--- config.mk ---
export PLATFORM = sky130hd
export DESIGN_NAME = i2c_target_regfile
export DESIGN_NICKNAME = d
export VERILOG_FILES = /design/src/rtl/i2c_target_regfile.sv
export SDC_FILE = /design/constraint.sdc
export NUM_CORES = 1
export LEC_CHECK = 0
export CAP_MARGIN = 10
export CORE_MARGIN = 1
export CORE_UTILIZATION = 34
export CTS_CLUSTER_DIAMETER = 60
export CTS_CLUSTER_SIZE = 8
export DETAILED_ROUTE_END_ITERATION = 7
export PLACE_DENSITY_LB_ADDON = 0.25
export SLEW_MARGIN = 40
export SYNTH_ARGS = -nofsm -noshare
export SYNTH_HDL_FRONTEND = slang
export SYNTH_SLANG_ARGS = --single-unit
--- constraint.sdc ---
create_clock -name clk_i -period 4.1 [get_ports clk_i]
set_input_delay 0.41 -clock clk_i [delete_from_list [all_inputs] [get_ports clk_i]]
set_output_delay 0.41 -clock clk_i [all_outputs]
set_load 0.01 [all_outputs]
--- src/rtl/i2c_target_regfile.sv ---
// rtl/i2c_target_regfile.sv - I2C target mapping bus transfers onto a byte register file
// Ports:
//   clk_i, rst_i       system clock (>=16x SCL), synchronous active-high reset
//   scl_i, sda_i       asynchronous pad inputs
//   sda_o, sda_dir_o   open-drain SDA: sda_o tied 0, sda_dir_o=1 pulls the line low
//   mem_we_o/mem_re_o  one-cycle register write/read strobes at mem_addr_o
//   mem_wdata_o        write data, valid with mem_we_o
//   mem_rdata_i        read data, valid one clk after mem_re_o
//   busy_o             addressed transaction in progress
//   stop_o             one-cycle pulse per detected STOP
module i2c_target_regfile #(
   parameter logic [6:0] DEV_ADDR = 7'h50,
   parameter int         REG_AW   = 8,
   parameter int         FILT_LEN = 3
) (
   input  logic              clk_i,
   input  logic              rst_i,
   input  logic              scl_i,
   input  logic              sda_i,
   output logic              sda_o,
   output logic              sda_dir_o,
   output logic              mem_we_o,
   output logic              mem_re_o,
   output logic [REG_AW-1:0] mem_addr_o,
   output logic [7:0]        mem_wdata_o,
   input  logic [7:0]        mem_rdata_i,
   output logic              busy_o,
   output logic              stop_o
);
   localparam int            CW       = $clog2(FILT_LEN + 1);
   localparam logic [CW-1:0] FILT_MAX = CW'(FILT_LEN - 1);

   typedef enum logic [3:0] {
      S_IDLE, S_ADDR, S_ADDR_ACK, S_PTR, S_DATA_ACK, S_WDATA,
      S_RD_LOAD, S_RD_LATCH, S_TX_WAIT, S_RDATA, S_RD_ACK, S_WAIT
   } state_t;

   logic [1:0]        r_scl_sync, r_sda_sync;
   logic [CW-1:0]     r_scl_cnt, r_sda_cnt;
   logic              r_scl_f, r_sda_f, r_scl_fd, r_sda_fd;

   state_t            r_state, w_state_nxt;
   logic [3:0]        r_bit_cnt, w_bit_cnt_nxt;
   logic [7:0]        r_shreg, w_shreg_nxt;
   logic [REG_AW-1:0] r_ptr, w_ptr_nxt;
   logic              r_rw, w_rw_nxt;
   logic              r_sda_dir, w_sda_dir_nxt;
   logic              r_we, w_we_nxt;
   logic              r_re, w_re_nxt;
   logic [REG_AW-1:0] r_addr, w_addr_nxt;
   logic [7:0]        r_wdata, w_wdata_nxt;
   logic              r_busy, w_busy_nxt;
   logic              r_stop, w_stop_nxt;

   logic              w_scl_rise, w_scl_fall, w_start, w_stop;
   logic [7:0]        w_byte;

   // Synchronise, then only let a level through after FILT_LEN consecutive differing samples.
   always_ff @(posedge clk_i) begin
      if (rst_i) begin
         r_scl_sync <= 2'b11;
         r_sda_sync <= 2'b11;
         r_scl_cnt  <= '0;
         r_sda_cnt  <= '0;
         r_scl_f    <= 1'b1;
         r_sda_f    <= 1'b1;
         r_scl_fd   <= 1'b1;
         r_sda_fd   <= 1'b1;
      end else begin
         r_scl_sync <= {r_scl_sync[0], scl_i};
         r_sda_sync <= {r_sda_sync[0], sda_i};
         if (r_scl_sync[1] == r_scl_f) begin
            r_scl_cnt <= '0;
         end else if (r_scl_cnt == FILT_MAX) begin
            r_scl_f   <= r_scl_sync[1];
            r_scl_cnt <= '0;
         end else begin
            r_scl_cnt <= r_scl_cnt + CW'(1);
         end
         if (r_sda_sync[1] == r_sda_f) begin
            r_sda_cnt <= '0;
         end else if (r_sda_cnt == FILT_MAX) begin
            r_sda_f   <= r_sda_sync[1];
            r_sda_cnt <= '0;
         end else begin
            r_sda_cnt <= r_sda_cnt + CW'(1);
         end
         r_scl_fd <= r_scl_f;
         r_sda_fd <= r_sda_f;
      end
   end

   assign w_scl_rise = r_scl_f & ~r_scl_fd;
   assign w_scl_fall = ~r_scl_f & r_scl_fd;
   // SCL must be high on both samples so an SCL edge never masquerades as START/STOP.
   assign w_start    = r_scl_f & r_scl_fd & r_sda_fd & ~r_sda_f;
   assign w_stop     = r_scl_f & r_scl_fd & ~r_sda_fd & r_sda_f;
   assign w_byte     = {r_shreg[6:0], r_sda_f};

   always_ff @(posedge clk_i) begin
      if (rst_i) begin
         r_state   <= S_IDLE;
         r_bit_cnt <= '0;
         r_shreg   <= '0;
         r_ptr     <= '0;
         r_rw      <= 1'b0;
         r_sda_dir <= 1'b0;
         r_we      <= 1'b0;
         r_re      <= 1'b0;
         r_addr    <= '0;
         r_wdata   <= '0;
         r_busy    <= 1'b0;
         r_stop    <= 1'b0;
      end else begin
         r_state   <= w_state_nxt;
         r_bit_cnt <= w_bit_cnt_nxt;
         r_shreg   <= w_shreg_nxt;
         r_ptr     <= w_ptr_nxt;
         r_rw      <= w_rw_nxt;
         r_sda_dir <= w_sda_dir_nxt;
         r_we      <= w_we_nxt;
         r_re      <= w_re_nxt;
         r_addr    <= w_addr_nxt;
         r_wdata   <= w_wdata_nxt;
         r_busy    <= w_busy_nxt;
         r_stop    <= w_stop_nxt;
      end
   end

   always_comb begin
      w_state_nxt   = r_state;
      w_bit_cnt_nxt = r_bit_cnt;
      w_shreg_nxt   = r_shreg;
      w_ptr_nxt     = r_ptr;
      w_rw_nxt      = r_rw;
      w_sda_dir_nxt = r_sda_dir;
      w_we_nxt      = 1'b0;
      w_re_nxt      = 1'b0;
      w_addr_nxt    = r_addr;
      w_wdata_nxt   = r_wdata;
      w_busy_nxt    = r_busy;
      w_stop_nxt    = 1'b0;
      if (w_stop) begin
         w_state_nxt   = S_IDLE;
         w_sda_dir_nxt = 1'b0;
         w_busy_nxt    = 1'b0;
         w_stop_nxt    = 1'b1;
      end else if (w_start) begin
         // Release wins over any ack or data bit that was being driven.
         w_state_nxt   = S_ADDR;
         w_bit_cnt_nxt = '0;
         w_sda_dir_nxt = 1'b0;
      end else begin
         case (r_state)
            S_ADDR: if (w_scl_rise) begin
               w_shreg_nxt   = w_byte;
               w_bit_cnt_nxt = r_bit_cnt + 4'd1;
               if (r_bit_cnt == 4'd7) begin
                  w_bit_cnt_nxt = '0;
                  // General call (0x00) is never acknowledged.
                  if (w_byte[7:1] == DEV_ADDR && w_byte[7:1] != 7'h00) begin
                     w_busy_nxt  = 1'b1;
                     w_rw_nxt    = w_byte[0];
                     w_state_nxt = S_ADDR_ACK;
                  end else begin
                     w_busy_nxt  = 1'b0;
                     w_state_nxt = S_WAIT;
                  end
               end
            end
            S_ADDR_ACK: if (w_scl_fall) begin
               if (!r_sda_dir) begin
                  w_sda_dir_nxt = 1'b1;
                  // Reads prefetch during the ack slot; TX_WAIT swaps the ack for bit 7.
                  if (r_rw) begin
                     w_state_nxt = S_RD_LOAD;
                     w_re_nxt    = 1'b1;
                     w_addr_nxt  = r_ptr;
                  end
               end else begin
                  w_sda_dir_nxt = 1'b0;
                  w_state_nxt   = S_PTR;
               end
            end
            S_PTR: if (w_scl_rise) begin
               w_shreg_nxt   = w_byte;
               w_bit_cnt_nxt = r_bit_cnt + 4'd1;
               if (r_bit_cnt == 4'd7) begin
                  w_bit_cnt_nxt = '0;
                  w_ptr_nxt     = REG_AW'(w_byte);
                  w_state_nxt   = S_DATA_ACK;
               end
            end
            S_DATA_ACK: if (w_scl_fall) begin
               if (!r_sda_dir) begin
                  w_sda_dir_nxt = 1'b1;
               end else begin
                  w_sda_dir_nxt = 1'b0;
                  w_state_nxt   = S_WDATA;
               end
            end
            S_WDATA: if (w_scl_rise) begin
               w_shreg_nxt   = w_byte;
               w_bit_cnt_nxt = r_bit_cnt + 4'd1;
               if (r_bit_cnt == 4'd7) begin
                  w_bit_cnt_nxt = '0;
                  w_we_nxt      = 1'b1;
                  w_addr_nxt    = r_ptr;
                  w_wdata_nxt   = w_byte;
                  w_ptr_nxt     = r_ptr + REG_AW'(1);
                  w_state_nxt   = S_DATA_ACK;
               end
            end
            S_RD_LOAD: w_state_nxt = S_RD_LATCH;
            S_RD_LATCH: begin
               w_shreg_nxt = mem_rdata_i;
               w_ptr_nxt   = r_ptr + REG_AW'(1);
               w_state_nxt = S_TX_WAIT;
            end
            S_TX_WAIT: if (w_scl_fall) begin
               w_sda_dir_nxt = ~r_shreg[7];
               w_shreg_nxt   = {r_shreg[6:0], 1'b0};
               w_bit_cnt_nxt = 4'd1;
               w_state_nxt   = S_RDATA;
            end
            S_RDATA: if (w_scl_fall) begin
               if (r_bit_cnt == 4'd8) begin
                  w_sda_dir_nxt = 1'b0;
                  w_bit_cnt_nxt = '0;
                  w_state_nxt   = S_RD_ACK;
               end else begin
                  w_sda_dir_nxt = ~r_shreg[7];
                  w_shreg_nxt   = {r_shreg[6:0], 1'b0};
                  w_bit_cnt_nxt = r_bit_cnt + 4'd1;
               end
            end
            S_RD_ACK: if (w_scl_rise) begin
               if (!r_sda_f) begin
                  w_state_nxt = S_RD_LOAD;
                  w_re_nxt    = 1'b1;
                  w_addr_nxt  = r_ptr;
               end else begin
                  w_state_nxt = S_WAIT;
               end
            end
            default: ;
         endcase
      end
   end

   assign sda_o       = 1'b0;
   assign sda_dir_o   = r_sda_dir;
   assign mem_we_o    = r_we;
   assign mem_re_o    = r_re;
   assign mem_addr_o  = r_addr;
   assign mem_wdata_o = r_wdata;
   assign busy_o      = r_busy;
   assign stop_o      = r_stop;
endmodule

==> results of run 1 <==
==> cells by family after synthesis <==
logic type                 count (synthesis)  share of synthesized area [%]
and+or+nand+nor                          130                          22.41
AOI/OAI and AO/OA                        122                          26.77
DFF                                       58                          38.22
buffers and inverters                     35                          5.231
muxes                                     12                          3.995
adders and majority gates                  6                          2.389
xor gates and xnor gates                   3                         0.8651
other                                      1                         0.1234
==> registers in the layout, summed over array words and instances, names as in the netlist, 2 cells and up <==
signal and cells:
r_sda_sync 2, r_shreg 8, r_scl_cnt 2, mem_addr_o 8
r_ptr 8, r_sda_cnt 2, mem_wdata_o 8, r_scl_sync 2
r_bit_cnt 4, r_state 4
==> area by class of cell <==
cell class	instances	area share, %
clock buffer	9	3.414
clock inverter	7	2.793
inverter	14	1.448
multi-input combinational	274	47.55
sequential	58	32.03
tap	108	3.724
timing repair buffer	33	9.034
==> power by group <==
group,switching (mW),total [mW],internal (mW),leakage [nW]
clock,0.257,0.604,0.347,0.106
sequential,0.0649,0.654,0.590,0.469
combinational,0.141,0.239,0.0981,0.630
==> metal layers <==
layer / part of all wire, % / up-vias / track usage (%)
met2: 44 / 66 / 27.58
met1: 49 / 1289 / 23.23
met3: 4.3 / 17 / 4.538
met5: 0 / - / 0
li1: - / 1409 / -
met4: 2.3 / 0 / 8.211
==> layout by cell type (no fill, tap or decap), drive strengths merged, types with 4 or more instances in the layout <==
cell	netlist	routed
nand3	22	22
a311oi	9	9
o22ai	4	4
clkbuf	7	9
o21ai	22	22
mux2i	11	11
a211oi	6	6
ha	5	5
nor2	25	25
inv	13	15
dfxtp	58	58
o21a	4	4
nand2b	6	6
o32ai	6	6
or2	7	7
nand2	32	32
or4	4	4
a21oi	41	41
or3b	5	5
or3	5	5
nor2b	5	5
nor3	6	6
a31oi	4	4
clkdlybuf4s50	0	32
==> per-stage QoR <==
| step | total power [mW] | area, um2 | util (%) | hold slack [ns] |
|---|---|---|---|---|
| final | 1.497 | 3628 | 41.81 | 0.4115 |
| after global routing | 1.564 | 3628 | 41.81 | 0.4443 |
| after CTS | 1.511 | 3625 | 41.77 | 0.4158 |
| after detailed placement | 0.9003 | 3400 | 39.17 | 0.3998 |
| after global placement | 0.8943 | 3395 | 39.11 | 0.3980 |
| after floorplan | 0.8402 | 3038 | - | 0.3895 |
==> path summary, 6_finish.rpt <==
check,from,end,cells after the start
max,r_state[3],r_shreg[4],5
min,r_sda_cnt[0],r_sda_cnt[0],1
max reg2reg,r_state[3],r_shreg[4],5
min reg2reg,r_sda_cnt[0],r_sda_cnt[0],1
==> cell usage after synthesis (all sizes together), types with 5 or more instances <==
cell type and count:
a311oi 9, buf 14, nand2b 6, mux2i 11, inv 13, or3b 5, nor2b 5, clkbuf 7
ha 5, dfxtp 58, nor2 25, a21oi 41, or2 7, nand3 22, or3 5, a211oi 6
nand2 32, o21ai 22, nor3 6, o32ai 6
==> results.json, run 1 <==
{
  "io_pins": 34,
  "fp.dieW_um": 96.53,
  "fin_cells": 503,
  "rows": 34,
  "clk_pin_slew_ns": 0.07,
  "grtUsageTotal_pct": 17.85,
  "crit_path_cell_trace": "nand2b_1 -> o22ai_1 -> a22oi_2 -> a21oi_1 -> a311oi_1",
  "synth-async-reset-ratio_pct": 0,
  "crit_path_end_kind": "register",
  "routedWlPerCell_um": 15.38,
  "synth_top_area_cell": "dfxtp_1",
  "synthTopCellsByArea": "dfxtp_1 (38%), a21oi_1 (6.8%), nand2_1 (4.0%)",
  "grt_max_degree": 42,
  "slew_violations": 0,
  "synth_area_um2": 3038,
  "synth_nets": 384,
  "register_area_um2": 1162,
  "area_growth_pct": 19.44,
  "yosysSeqAreaShare_pct": 38.22,
  "wl_um": 7738,
  "cts_resized": 0,
  "hold_buffers": 0,
  "cts_sinks": 58,
  "synth_top_area_share_pct": 38.22,
  "drt_iter0_markers": 194,
  "routabilityCongestion": 0.8803,
  "start_kind": "register",
  "nFillCells": 896,
  "cts_tree": "built",
  "relSlewSlack_pct": 47.33,
  "dieArea_um2": 9317,
  "setup_ws_ns": 1.465,
  "path_delay_family": "compound AO/OA/AOI/OAI gates",
  "hold_class": "reg2reg",
  "vias": 2781,
  "htreeDepth": 3,
  "dieHeight_um": 96.53,
  "core-area_um2": 8678,
  "post_cts_buffers": 0,
  "synth-edff-count": 0,
  "clock_skew_ns": 0.01130,
  "yosysWarnings": 0,
  "grt_pass1_wl_um": 12590,
  "clk_path_buf_depth": 2,
  "max_freq_ghz": 0.3795,
  "tightest_slew_ns": 0.7890,
  "worstSkewPairLatency_ns": 0.35,
  "initial_core_util_pct": 35.01,
  "drive_above_1_share_pct": 10.13,
  "hold_viol_final": 0,
  "io_buffer_count": 32,
  "max_stage_delay_ns": 0.75,
  "fin_crit_sh_pct": 64.28,
  "status": "finished clean",
  "fin_nets": 407,
  "r2r_slack_ns": 1.46,
  "finalSetupViolations": 0,
  "grt_pass1_vias": 2555,
  "dp_cells": 487,
  "ir_drop_uv": 201.7,
  "numCtsBuffers": 9,
  "drc": 0,
  "worst_path_max_delay_cell": "dfxtp_1",
  "dp_worst_setup_slack_ns": 1.425,
  "critical_path_class": "reg2reg",
  "syn-instance-count": 367,
  "synth_ff_type": "dfxtp_1",
  "required_ns": 4.35,
  "leakage_nw": 1.205,
  "clk_root_buffer_cell": "clkbuf_8",
  "avgSynthCellArea_um2": 8.278,
  "route.antenna.remaining_nets": 0,
  "finalSetupTns_ns": 0,
  "viasPerCell": 5.529,
  "power.density_nw_per_um2": 412.5,
  "grt-ovfl-total": 0,
  "cap_violations": 0,
  "multi_input_area_um2": 1725,
  "rsz0062_at_grt": "false",
  "hpwl_um": 5270,
  "yosysUniqueCellTypes": 62,
  "antenna_found_initial": 0,
  "path_buf_inv": 0,
  "finalCriticalPeriod_ns": 2.635,
  "n_antenna_cell": 0,
  "cp.arrival_ns": 2.89,
  "drtPass1Iterations": 4,
  "crit_fanout": 22,
  "ys_ff_latch": 58
}
(Power assumes the default switching activity.)
==> run 2: changes to the inputs <==
Clock period 4.1 ns to 2.4 ns, I/O delays scaled along.
==> results.json, run 2 (synthesized netlist as in run 1, its figures left out) <==
{
  "status": "finished clean",
  "power.density_nw_per_um2": 695.1,
  "min_path_cells": 1,
  "drtPass1Iterations": 4,
  "clock_skew_ns": 0.007751,
  "path_delay_family": "flip-flops",
  "crit_path_end_kind": "register",
  "dieArea_um2": 9317,
  "cts_sinks": 58,
  "worstSkewPairLatency_ns": 0.34,
  "dieHeight_um": 96.53,
  "grt_max_degree": 41,
  "initial_core_util_pct": 35.01,
  "cts_resized": 0,
  "crit_fanout": 22,
  "max_stage_delay_ns": 0.75,
  "power_switching_mw": 0.7477,
  "drc": 0,
  "hold_viol_final": 0,
  "grt-ovfl-total": 0,
  "viasPerCell": 5.563,
  "critical_path_class": "reg2reg",
  "slew_violations": 0,
  "clk_path_buf_depth": 2,
  "clk_pin_slew_ns": 0.07,
  "io_buffer_count": 32,
  "leakage_nw": 1.282,
  "placedInstanceArea_um2": 3507,
  "clkPwrFrac_pct": 39.6,
  "cp.arrival_ns": 2.43,
  "pwr-share-seq_pct": 42.1,
  "cap_violations": 0,
  "fin_nets": 422,
  "mostFrequentLayoutCells": "dfxtp_1 (58), a21oi_1 (41), nand2_1 (32), clkdlybuf4s50_1 (32), nor2_1 (25)",
  "clk_root_buffer_cell": "clkbuf_8",
  "totalPowerFinal_mw": 2.590,
  "hpwl_um": 5577,
  "antenna_found_initial": 0,
  "finalInstanceArea_um2": 3726,
  "htreeDepth": 3,
  "rsz0062_at_grt": "false",
  "grtUsageTotal_pct": 18.83,
  "worst_path_max_delay_cell": "dfxtp_1",
  "finalCriticalPeriod_ns": 2.153,
  "grt_pass1_wl_um": 13180,
  "route.antenna.remaining_nets": 0,
  "hold_ws_ns": 0.4115,
  "io_pins": 34,
  "crit_path_cell_trace": "nand2b_1 -> buf_4 -> a221oi_1 -> o22a_1 -> or3_1 -> o21ai_1",
  "switching_share_pct": 28.87,
  "required_ns": 2.68,
  "grt_pass1_vias": 2613,
  "power.share.combinational_pct": 18.3,
  "routedWlPerCell_um": 15.73,
  "hold_class": "reg2reg",
  "reg2regPathDepth": 6,
  "cts_tree": "built",
  "fp.dieW_um": 96.53,
  "path_buf_inv": 1,
  "p_int_mw": 1.842,
  "post_cts_buffers": 0,
  "fin_crit_sh_pct": 89.69,
  "worst-path-stages": 6,
  "rows": 34,
  "ir_drop_uv": 331.8,
  "relSlewSlack_pct": 54.94,
  "hold_buffers": 0,
  "finalSetupViolations": 0,
  "vias": 2876,
  "numCtsBuffers": 9,
  "n_antenna_cell": 0,
  "wl_um": 8130,
  "area_growth_pct": 22.65,
  "core-area_um2": 8678,
  "start_kind": "register",
  "drt_iter0_markers": 213,
  "layout_commonest_cell": "dfxtp_1",
  "final_core_util_pct": 42.94,
  "tightest_slew_ns": 0.6749,
  "max_freq_ghz": 0.4645,
  "finalSetupTns_ns": 0,
  "nFillCells": 905,
  "routabilityCongestion": 0.9019,
  "drive_above_1_share_pct": 11.74
}
## run 2: layout make-up
cell class                 count  area (um2)  area share [%]
clock buffer                  13       158.9           4.265
clock inverter                 2       60.06           1.612
inverter                      14       52.55           1.410
multi-input combinational    274        1718           46.10
sequential                    58        1161           31.16
tap                          108       135.1           3.627
timing repair buffer          48       440.4           11.82
## run 2: power by group through the flow
stage                     clock [mW]  sequential (mW)  combinational (mW)
after CTS                       1.05             1.09               0.469
after detailed placement           0             1.11               0.466
after floorplan                    0             1.06               0.377
after global routing            1.09             1.10               0.527
after global placement             0             1.11               0.458
final                           1.03             1.09               0.474
## run 2: stage by stage
step                      std cells  setup slack, ns
after floorplan                 367           0.6563
after global placement          502           0.3934
after detailed placement        502           0.3194
after CTS                       517           0.2868
after global routing            517           0.1088
final                           517           0.2474
## run 2: worst reg2reg max path: cells and delay by family, from the launching register on
family          cells  cell delay, ns
buf+inv             1            0.22
simple gates        2            0.64
compound gates      3            0.48
flops               1            0.75
## run 2: final timing paths
kind / from / end / slack [ns]
worst max-delay path: r_state[3] / r_state[3] / 0.25
worst min-delay path: r_scl_cnt[0] / r_scl_cnt[0] / 0.41
worst max register to register: r_state[3] / r_state[3] / 0.25
worst min register to register: r_scl_cnt[0] / r_scl_cnt[0] / 0.41
## run 2: layer usage
layer	track usage, %	up-vias	share of wire (%)
met1	26.59	1350	50
li1	-	1440	-
met3	5.164	12	5.1
met4	7.721	0	1.5
met5	0	-	0
met2	26.70	74	44
==> variant: new RTL, settings of run 1 <==
Register the inputs `scl_i`, `sda_i` and `mem_rdata_i` before use, cleared by the reset. The logic sees them one clock later.
--- a/src/rtl/i2c_target_regfile.sv
+++ b/src/rtl/i2c_target_regfile.sv
@@ -36,4 +36,20 @@
    } state_t;
 
+   logic scl_q;
+   logic sda_q;
+   logic [7:0] mem_rdata_q;
+
+   always_ff @(posedge clk_i) begin
+      if (rst_i) begin
+         scl_q       <= '0;
+         sda_q       <= '0;
+         mem_rdata_q <= '0;
+      end else begin
+         scl_q       <= scl_i;
+         sda_q       <= sda_i;
+         mem_rdata_q <= mem_rdata_i;
+      end
+   end
+
    logic [1:0]        r_scl_sync, r_sda_sync;
    logic [CW-1:0]     r_scl_cnt, r_sda_cnt;
@@ -68,6 +84,6 @@
          r_sda_fd   <= 1'b1;
       end else begin
-         r_scl_sync <= {r_scl_sync[0], scl_i};
-         r_sda_sync <= {r_sda_sync[0], sda_i};
+         r_scl_sync <= {r_scl_sync[0], scl_q};
+         r_sda_sync <= {r_sda_sync[0], sda_q};
          if (r_scl_sync[1] == r_scl_f) begin
             r_scl_cnt <= '0;
@@ -214,5 +230,5 @@
             S_RD_LOAD: w_state_nxt = S_RD_LATCH;
             S_RD_LATCH: begin
-               w_shreg_nxt = mem_rdata_i;
+               w_shreg_nxt = mem_rdata_q;
                w_ptr_nxt   = r_ptr + REG_AW'(1);
                w_state_nxt = S_TX_WAIT;
Behaviour: not the same (a bounded check fails within 10 cycles, from zero or initial values and one cycle with rst_i high).
==> variant against run 1 <==
Combinational power rose by 89%; total power rose by 21%; setup slack got worse by 77 ps; sequential cell count rose by 10; critical path depth did not move; clock skew fell by 4.0 ps; area after synthesis rose by 8.3%; global-route usage fell by 2.6 points; final area rose by 6.7%; wire length fell by 6.7%; die area rose by 8.1%; via count fell by 4.9%.
==> variant: results (changes against run 1) <==
[run_status]
status = finished, final reports clean  ; unchanged

[power]
p_comb_share_pct = 24.9  ; was 16.0%
ir_worst_vdd_v = 0.000199  ; was 0.000202 V
power_frac_clock_pct = 31.6  ; was 40.3%
p_leak_nw = 1.46  ; was 1.21 nW
p_int_mw = 1.22  ; was 1.03 mW

[timing]
finClkSkew_ps = 7.32  ; was 11.3 ps
worstMarginPinSlew_ps = 749  ; was 789 ps
min_period_over_period_pct = 66.2  ; was 64.3%

[placement]
routabilityCongestion = 0.870  ; was 0.880
dpl_cell_area_um2 = 3660  ; was 3400 um^2
place_hpwl_mm = 4.85  ; was 5.27 mm

[global_routing]
groute.layer.met1.usage_pct = 21.0  ; was 23.2%
grt_max_degree = 63  ; was 42
grtUsageTotal_pct = 15.3  ; was 17.8%
grt_pass1_wl_mm = 12.2  ; was 12.6 mm
grtUsageMet3_pct = 3.06  ; was 4.54%
grt_pass1_vias = 2489  ; was 2555
use_met2_pct = 23.3  ; was 27.6%

[setup_path]
r2r_end = mem_addr_o[4]$_SDFFE_PP0P_  ; was r_shreg[4]$_SDFFE_PP0P_
worstPathArrival_ps = 2920  ; was 2890 ps
cp_slowest_cell = a221oi_4  ; was dfxtp_1
worstPathMaxFanout = 24  ; was 22
r2r_slack_ps = 1390  ; was 1460 ps

[logic_synthesis]
synth_common_cells = dfxtp_1 (68), nor2_1 (49), a21oi_1 (25), mux2i_1 (25)  ; was dfxtp_1 (58), a21oi_1 (41), nand2_1 (32)
synth_mux_area_share_pct = 7.95  ; was 4.00%
synth.distinct_cells = 68  ; was 62
synth_nets = 389  ; was 384
ys_seq_area_share_pct = 41.4  ; was 38.2%

[finish]
drive_above_1_share_pct = 8.35  ; was 10.1%

[hold_path]
hp-start = r_scl_cnt[0]$_SDFF_PP0_  ; was r_sda_cnt[0]$_SDFF_PP0_

[routing]
drtIter0Drc = 141  ; was 194
avgViaCountPerCell = 5.05  ; was 5.53
first_pass_iters = 5  ; was 4
drt-wirelength-per-cell_um = 13.8  ; was 15.4 um
wl_met2_mm = 3.20  ; was 3.40 mm

variant: changes by cell type after synthesis, moves of 8 or more:
cell,delta
nor2b_1,+13
clkbuf_1,+8
nand2_1,-14
mux2i_1,+14
nor2_1,+24
a311oi_1,-8
a21oi_1,-16
dfxtp_1,+10
nand3_1,-12
variant: how the worst max path moves through the flow:
stage                                    from                          to  slack (ps)  cells after the start
floorplan           r_bit_cnt[0]$_SDFFE_PP0P_  mem_addr_o[0]$_SDFFE_PP0P_        2170                      7
global placement      r_state[3]$_SDFFE_PP0P_  mem_addr_o[7]$_SDFFE_PP0P_        1470                      5
detailed placement    r_state[3]$_SDFFE_PP0P_  mem_addr_o[6]$_SDFFE_PP0P_        1400                      5
CTS                   r_state[3]$_SDFFE_PP0P_  mem_addr_o[4]$_SDFFE_PP0P_        1390                      5
global route          r_state[3]$_SDFFE_PP0P_  mem_addr_o[4]$_SDFFE_PP0P_        1200                      5
finish                r_state[3]$_SDFFE_PP0P_  mem_addr_o[4]$_SDFFE_PP0P_        1390                      5
variant: worst max-delay path, delay by kind of cell (launching register included):
family | cells | cell delay, ps
AND/OR/NAND/NOR | 3 | 1020
AO/OA/AOI/OAI | 1 | 750
flip-flops | 1 | 550
multiplexers | 1 | 250
variant: area by class of cell:
class,instances,area (um^2)
sequential,68,1360
clock buffer,11,151
inverter,7,26.3
tap,129,161
multi-input combinational,270,1780
clock inverter,5,60.1
fill,970,5460
timing repair buffer,34,333
variant: metrics by stage:
step                utilization, %  power [mW]  instances  worst slack (ps)  hold slack, ps
detailed placement            39.2        1.25        508              1400             397
CTS                           41.5        1.82        524              1390             414
global placement              39.1        1.23        508              1470             397
floorplan                        -        1.16        372              2170             389
finish                        41.5        1.81        524              1390             411
global route                  41.5        1.93        524              1200             431
